## config.mk

```make
export PLATFORM = sky130hd
export DESIGN_NAME = led_mode_ctrl
export DESIGN_NICKNAME = d
export VERILOG_FILES = /design/src/rtl/led_mode_ctrl.sv
export SDC_FILE = /design/constraint.sdc
export NUM_CORES = 1
export LEC_CHECK = 0
export CAP_MARGIN = 15
export CORE_MARGIN = 1
export CORE_UTILIZATION = 29
export CTS_CLUSTER_SIZE = 30
export DETAILED_ROUTE_END_ITERATION = 12
export RECOVER_POWER = 50
export SYNTH_ARGS = -nofsm -noshare
export SYNTH_HDL_FRONTEND = slang
export SYNTH_SLANG_ARGS = --single-unit
```

## constraint.sdc

```tcl
create_clock -name clk -period 1.9 [get_ports clk]
set_input_delay 0.38 -clock clk [delete_from_list [all_inputs] [get_ports clk]]
set_output_delay 0.38 -clock clk [all_outputs]
set_load 0.02 [all_outputs]
```

## src/rtl/led_mode_ctrl.sv

```systemverilog
// led_mode_ctrl: 8-LED pattern sequencer, stepping once per TICK_DIV clocks, mode advanced by button.
// Optional build macro LED_AUTO_CYCLE_EN: auto-advance mode after REPEAT full passes of a pattern.
//
// state     | meaning
// FILL_UP   | bar grows from bit 0 towards bit 7
// FILL_DOWN | bar grows from bit 7 towards bit 0
// CHASE     | single lit LED walks from bit 0 to bit 7
// BLINK     | all LEDs on for odd steps, off for even steps
module led_mode_ctrl #(
    parameter int TICK_DIV = 50000000,
    parameter int REPEAT   = 2
) (
    input  logic       clk,
    input  logic       rs,
    input  logic       btn,
    output logic [7:0] led,
    output logic [1:0] mode,
    output logic       tick
);

    localparam int PW = $clog2(TICK_DIV);
    localparam logic [PW-1:0] PRESC_TC = PW'(TICK_DIV - 1);

    typedef enum logic [1:0] {
        FILL_UP   = 2'd0,
        FILL_DOWN = 2'd1,
        CHASE     = 2'd2,
        BLINK     = 2'd3
    } mode_t;

    if (TICK_DIV < 2 || TICK_DIV > (1 << 26)) begin : g_bad_tick_div
        $error("led_mode_ctrl: TICK_DIV out of range 2..2^26");
    end
    if (REPEAT < 1 || REPEAT > 15) begin : g_bad_repeat
        $error("led_mode_ctrl: REPEAT out of range 1..15");
    end

    mode_t         mode_q;
    logic [PW-1:0] presc;
    logic [2:0]    step;
    logic [3:0]    pass;
    logic          sync1;
    logic          sync2;
    logic          prev;
    logic          btn_rise;

    function automatic mode_t next_mode(input mode_t m);
        mode_t r;
        unique case (m)
            FILL_UP:   r = FILL_DOWN;
            FILL_DOWN: r = CHASE;
            CHASE:     r = BLINK;
            BLINK:     r = FILL_UP;
            default:   r = FILL_UP;
        endcase
        return r;
    endfunction

    // Reset to all-ones so a button held across reset release looks like "no edge".
    always_ff @(posedge clk or negedge rs) begin
        if (!rs) begin
            sync1 <= 1'b1;
            sync2 <= 1'b1;
            prev  <= 1'b1;
        end else begin
            sync1 <= btn;
            sync2 <= sync1;
            prev  <= sync2;
        end
    end

    assign btn_rise = sync2 & ~prev;
    assign tick     = (presc == PRESC_TC);

    // A button edge wins over a coincident tick; the tick is simply dropped.
    always_ff @(posedge clk or negedge rs) begin
        if (!rs) begin
            presc  <= '0;
            step   <= '0;
            pass   <= '0;
            mode_q <= FILL_UP;
        end else if (btn_rise) begin
            presc  <= '0;
            step   <= '0;
            pass   <= '0;
            mode_q <= next_mode(mode_q);
        end else begin
            presc <= tick ? '0 : presc + 1'b1;
            if (tick) begin
                step <= step + 3'd1;
                if (step == 3'd7) begin
`ifdef LED_AUTO_CYCLE_EN
                    if (pass == 4'(REPEAT - 1)) begin
                        pass   <= '0;
                        mode_q <= next_mode(mode_q);
                    end else begin
                        pass <= pass + 4'd1;
                    end
`else
                    if (pass != 4'd15) begin
                        pass <= pass + 4'd1;
                    end
`endif
                end
            end
        end
    end

    always_comb begin
        led = 8'h00;
        unique case (mode_q)
            FILL_UP:   led = 8'hFF >> (3'd7 - step);
            FILL_DOWN: led = 8'hFF << (3'd7 - step);
            CHASE:     led = 8'h01 << step;
            BLINK:     led = {8{step[0]}};
            default:   led = 8'h00;
        endcase
    end

    assign mode = mode_q;

endmodule

```

Word-level counts from Yosys, hierarchy flattened. Index checks and enable logic that the tools add are counted.

Memories: 0. Bits in latches: 0. Output and inout bits: 11. RAM bits: 0. Bits in read-only memories: 0. Bits of input ports: 3. Flip-flop bits (word level): 34. Logic and storage cells: 26.

Add/subtract/negate cells: 3. Div/mod/pow operators: 0. Multiply operators: 0. Reduce and logical (&&, ||, !) cells: 2. Equal/unequal tests: 4. Bitwise logic cells: 2. Shift operators: 3. $lt $le $gt $ge: 0. Muxes and demuxes: 6.

Operators by type and width (number): 26-bit 2-to-1 mux (2); 8-bit case mux with 4 select lines (1); 26-bit by 1-bit adder with 26-bit output, second input constant (1); 26-bit == test, second input constant (1); 2-bit case mux with 4 select lines (1); 1-bit by 3-bit left shift with 8-bit output, first input constant (1); 8-bit by 3-bit left shift with 8-bit output, first input constant (1); 8-bit by 3-bit >> shifter with 8-bit output, first input constant (1); 3-bit 2-to-1 mux (2); 2-bit == test, second input constant (2); 3-bit by 1-bit adder with 3-bit output, second input constant (1); 3-bit subtractor, first input constant (1); 2-bit by 1-bit == test with 1-bit output, second input constant (1); 2-bit logical NOT (1); 2-bit nonzero test (1); 1-bit AND (1); 1-bit inverter (1).

Longest topological paths before layout. Gate-level depths: netlist of run 1.

Depth after elaboration: 3. Depth in mapped cells: 7. Mapped depth without buffers: 6.

Worst setup path after synthesis of run 1. Ideal clock, no wire load.

Path kind: register to output. Start point: register presc[18]. End point: output tick. Cell stages (with the launch flop): 4. Required time: 1.520 ns. Data arrival time: 1.758 ns. Buffers on the path: 0. Slack: -0.238 ns. Cells stage by stage: dfrtp_1 -> or4_1 -> or4_4 -> nor2_1.

Cells in the longest elaborated chain, start to end: 1.

RTL lines: from (decl) (RTL line 39) `logic [PW-1:0] presc;`; from (signal assigned) (RTL line 88) `presc <= tick ? '0 : presc + 1'b1;`; 26-bit == test (RTL line 73) `assign tick = (presc == PRESC_TC);`; to (decl) (RTL line 18) `output logic tick`.

Every way passes these cells.

Final worst setup path of run 1.
Start point: register presc[9]. End point: output tick.

The elaborated chain is that of the path after synthesis.

==> impl_metrics.py, run 1 <==
metrics = {
    "synth": {
        "synth.area.mux_share_pct": 0,
        "ys.warnings.count": 0,
        "syn_area_sq_um": 2010,
        "synth_top_area_share_pct": 38.5,
        "synth_simple_gate_area_share_pct": 23.7,
        "synth_flop_cell": "dfrtp_1",
        "synth_seq_cells": 34,
        "synth_compound_area_share_pct": 14.9,
        "netlist_instances": 220,
        "syn_nets": 236,
        "synth_xor_xnor_area_share_pct": 6.09,
        "synth_top_family_by_area": "simple AND/OR/NAND/NOR gates",
        "yosys-top-cells-area": "dfrtp_1 (39%), ha_1 (8.1%), xnor2_1 (5.2%)",
        "synth_fa_ha_area_share_pct": 8.08,
        "ys_types": 38,
        "seq_area_frac_synth_pct": 42.4,
        "synthArstFlopShare_pct": 100,
        "synth-edff-count": 0,
        "synth_top_cell_by_area": "dfrtp_1",
        "synth.avg_cell_area_sq_um": 9.15,
    },
    "cts": {
        "insertion_delay_ns": 0.29,
        "clockBufferDepth": 2,
        "path_clk_slew_ns": 0.08,
        "hold_buffers": 0,
        "clockRootBuffer": "clkbuf_8",
        "h-tree-depth": 2,
        "cts-buffers-inserted": 5,
        "cts_sinks": 34,
        "cts_tree": "built",
    },
    "global_route": {
        "grt_max_degree": 35,
        "grt-ovfl-total": 0,
        "antenna_found_initial": 0,
        "grt_pass1_wl_microns": 9090,
        "grt_pass1_vias": 1989,
        "grt_usage_pct": 15.7,
    },
    "sta": {
        "rsz0062_at_grt": "yes",
        "fin_skew_ns": 0.0108,
        "post-route-min-period_ns": 2.29,
        "setup_viol_count_final": 36,
        "hold_viol_final": 0,
        "max_clock_freq_mhz": 436,
        "holdWs_ns": 0.357,
        "relSlewSlack_pct": 44.1,
        "tns_ns": -8.47,
        "period_share_pct": 121,
        "drv_slew": 0,
        "tightest_slew_ns": 0.839,
        "setup_slack_ns": -0.391,
    },
    "floorplanning": {
        "fp.dieH_microns": 85.3,
        "die_x_microns": 85.3,
        "coreArea_sq_um": 6760,
        "row_count": 30,
        "dieArea_sq_um": 7280,
        "start_util_pct": 29.8,
        "io_pins": 14,
    },
    "route": {
        "route.detailed.drc": 0,
        "wl_per_cell_microns": 13.4,
        "drtIter0Drc": 33,
        "drtAntennaViolNets": 0,
        "num_vias": 1914,
        "dr.pass1.iters": 4,
        "viasPerCell": 4.91,
        "postRouteWirelength_microns": 5240,
    },
    "placement": {
        "gp_congestion": 0.785,
        "dp_hpwl_microns": 3380,
        "portBuffers": 13,
        "placed_cells": 365,
    },
    "layout": {
        "nets": 325,
        "fillers": 634,
        "fin_cells": 390,
        "multi_input_area_sq_um": 1340,
        "final_cell_mix": "buf_4 (61), dfrtp_1 (27), buf_6 (21)",
        "seqCellArea_sq_um": 860,
        "antennaDiodeCount": 0,
        "final_common_cell": "buf_4",
        "layout-drive-gt1-share_pct": 49.0,
        "area_delta_synth_final_pct": 63.3,
    },
    "run_status": {
        "violations": "negative setup slack",
        "status": "finished, violations left",
    },
    "worst_setup_path": {
        "start_kind": "flip-flop",
        "end_kind": "output pin",
        "crit_type": "flip-flop to output pin",
        "r2r_cells": 8,
        "cp.required_ns": 1.52,
        "crit_fanout": 2,
        "cp.arrival_ns": 1.91,
    },
    "pwr": {
        "p_leak_nw": 1.32,
        "power_density_nw_per_um2": 838,
        "vdd_drop_max_mv": 0.382,
    },
    "worst_hold_path": {
        "min_path_cells": 0,
        "min_path_type": "flip-flop to flip-flop",
    },
    "job": {
        "cap_violations": 0,
    },
}
cell usage after synthesis, types with 2 or more instances:
cell type   n
nor3_1      7
xnor2_1    12
nand2b_1    2
nor2_1     20
o21ai_0    18
buf_4       2
clkbuf_1    4
a22oi_1     3
or4_1       7
inv_1      14
a21oi_1    18
nor4_1      2
dfstp_2     3
o31ai_1     3
or3_1       7
a32oi_1     3
nand2_1    12
nand4_1     5
xor2_1      2
dfrtp_1    31
and2_1      2
and3_1      2
buf_2       2
ha_1       13
nand3_1    13
cells by family (layout without fill, tap and decap cells):
family          after synthesis  count (layout)
fa+ha+maj                    13              13
xor+xnor                     14              14
compound gates               50              50
flops                        34              34
simple gates                 86              86
buf+inv                      23             113
per-layer routing:
| metal | vias up | part of all wire [%] | track usage (%) |
|---|---|---|---|
| met5 | - | 0 | 0 |
| met4 | 0 | 1.5 | 5.91 |
| met1 | 916 | 47 | 19.4 |
| met3 | 8 | 2.2 | 3.02 |
| li1 | 968 | - | - |
| met2 | 22 | 49 | 27.2 |
stage by stage:
stage / setup slack (ns) / power [W] / instance area, sq um / util, %
2_1_floorplan: -0.0713 / 0.00132 / 2080 / -
3_3_place_gp: -0.534 / 0.00178 / 2730 / 40.4
3_5_place_dp: -0.545 / 0.00180 / 2730 / 40.4
4_1_cts: -0.391 / 0.00267 / 3150 / 46.6
5_1_grt: -0.435 / 0.00290 / 3290 / 48.6
6_report: -0.391 / 0.00275 / 3290 / 48.6
worst paths after layout:
path | startpoint | to | slack (ns)
max | presc[9]$_DFF_PN0_ | tick | -0.39
min in group asynchronous | rs | presc[17]$_DFF_PN0_ | 0.72
max reg2reg | presc[9]$_DFF_PN0_ | presc[22]$_DFF_PN0_ | -0.34
min reg2reg | sync1$_DFF_PN1_ | sync2$_DFF_PN1_ | 0.36
max in group asynchronous | rs | mode[1]$_DFFE_PN0P_ | 0.60
min | sync1$_DFF_PN1_ | sync2$_DFF_PN1_ | 0.36
sequential cells by signal, summed over array words and instances (netlist names):
| signal | cells |
|---|---|
| mode | 2 |
| prev | 1 |
| sync1 | 1 |
| presc | 26 |
| sync2 | 1 |
| step | 3 |
final cells by class:
class / count / share of cell area (%)
clock buffers: 5 / 2.09
well taps: 80 / 3.05
clock inverters: 3 / 1.22
multi-input cells: 163 / 40.7
inverters: 14 / 1.90
flip-flops and latches: 34 / 26.2
repair buffers: 91 / 24.9
critical path: stages (launching register included):
cell and delay [ns]:
dfrtp_1 0.39, or4bb_1 0.47, or4_4 0.51, nor2_4 0.12, buf_6 0.13
where the power goes:
| group | internal [W] | leakage, nW | switching, W | total (W) |
|---|---|---|---|---|
| clock network | 0.000386 | 0.0579 | 0.000271 | 0.000657 |
| logic | 0.000650 | 0.816 | 0.000592 | 0.00124 |
| registers | 0.000783 | 0.451 | 0.0000710 | 0.000854 |
| total | 0.00182 | 1.32 | 0.000934 | 0.00275 |
timing repair:
item,4_1_cts,5_1_grt
gates resized for setup,112,28
setup buffers,13,6
pin swaps,14,14
cloned,3,0
endpoints found under the setup margin,36,37
(Power assumes the default switching activity.)
==> run 2, diff against run 1 <==
--- a/config.mk
+++ b/config.mk
@@ -10,6 +10,7 @@
 export CORE_UTILIZATION = 29
 export CTS_CLUSTER_SIZE = 30
 export DETAILED_ROUTE_END_ITERATION = 12
+export HOLD_SLACK_MARGIN = 0.08
 export RECOVER_POWER = 50
 export SYNTH_ARGS = -nofsm -noshare
 export SYNTH_HDL_FRONTEND = slang
==> results of run 2 <==
Final layout, timing and power as in run 1 (identical DEF).
==> run 3, diff against run 2 <==
--- a/config.mk
+++ b/config.mk
@@ -6,7 +6,6 @@
 export NUM_CORES = 1
 export LEC_CHECK = 0
 export CAP_MARGIN = 15
-export CORE_MARGIN = 1
 export CORE_UTILIZATION = 29
 export CTS_CLUSTER_SIZE = 30
 export DETAILED_ROUTE_END_ITERATION = 12
==> results of run 3 <==
Final layout, timing and power as in run 1 (identical DEF).
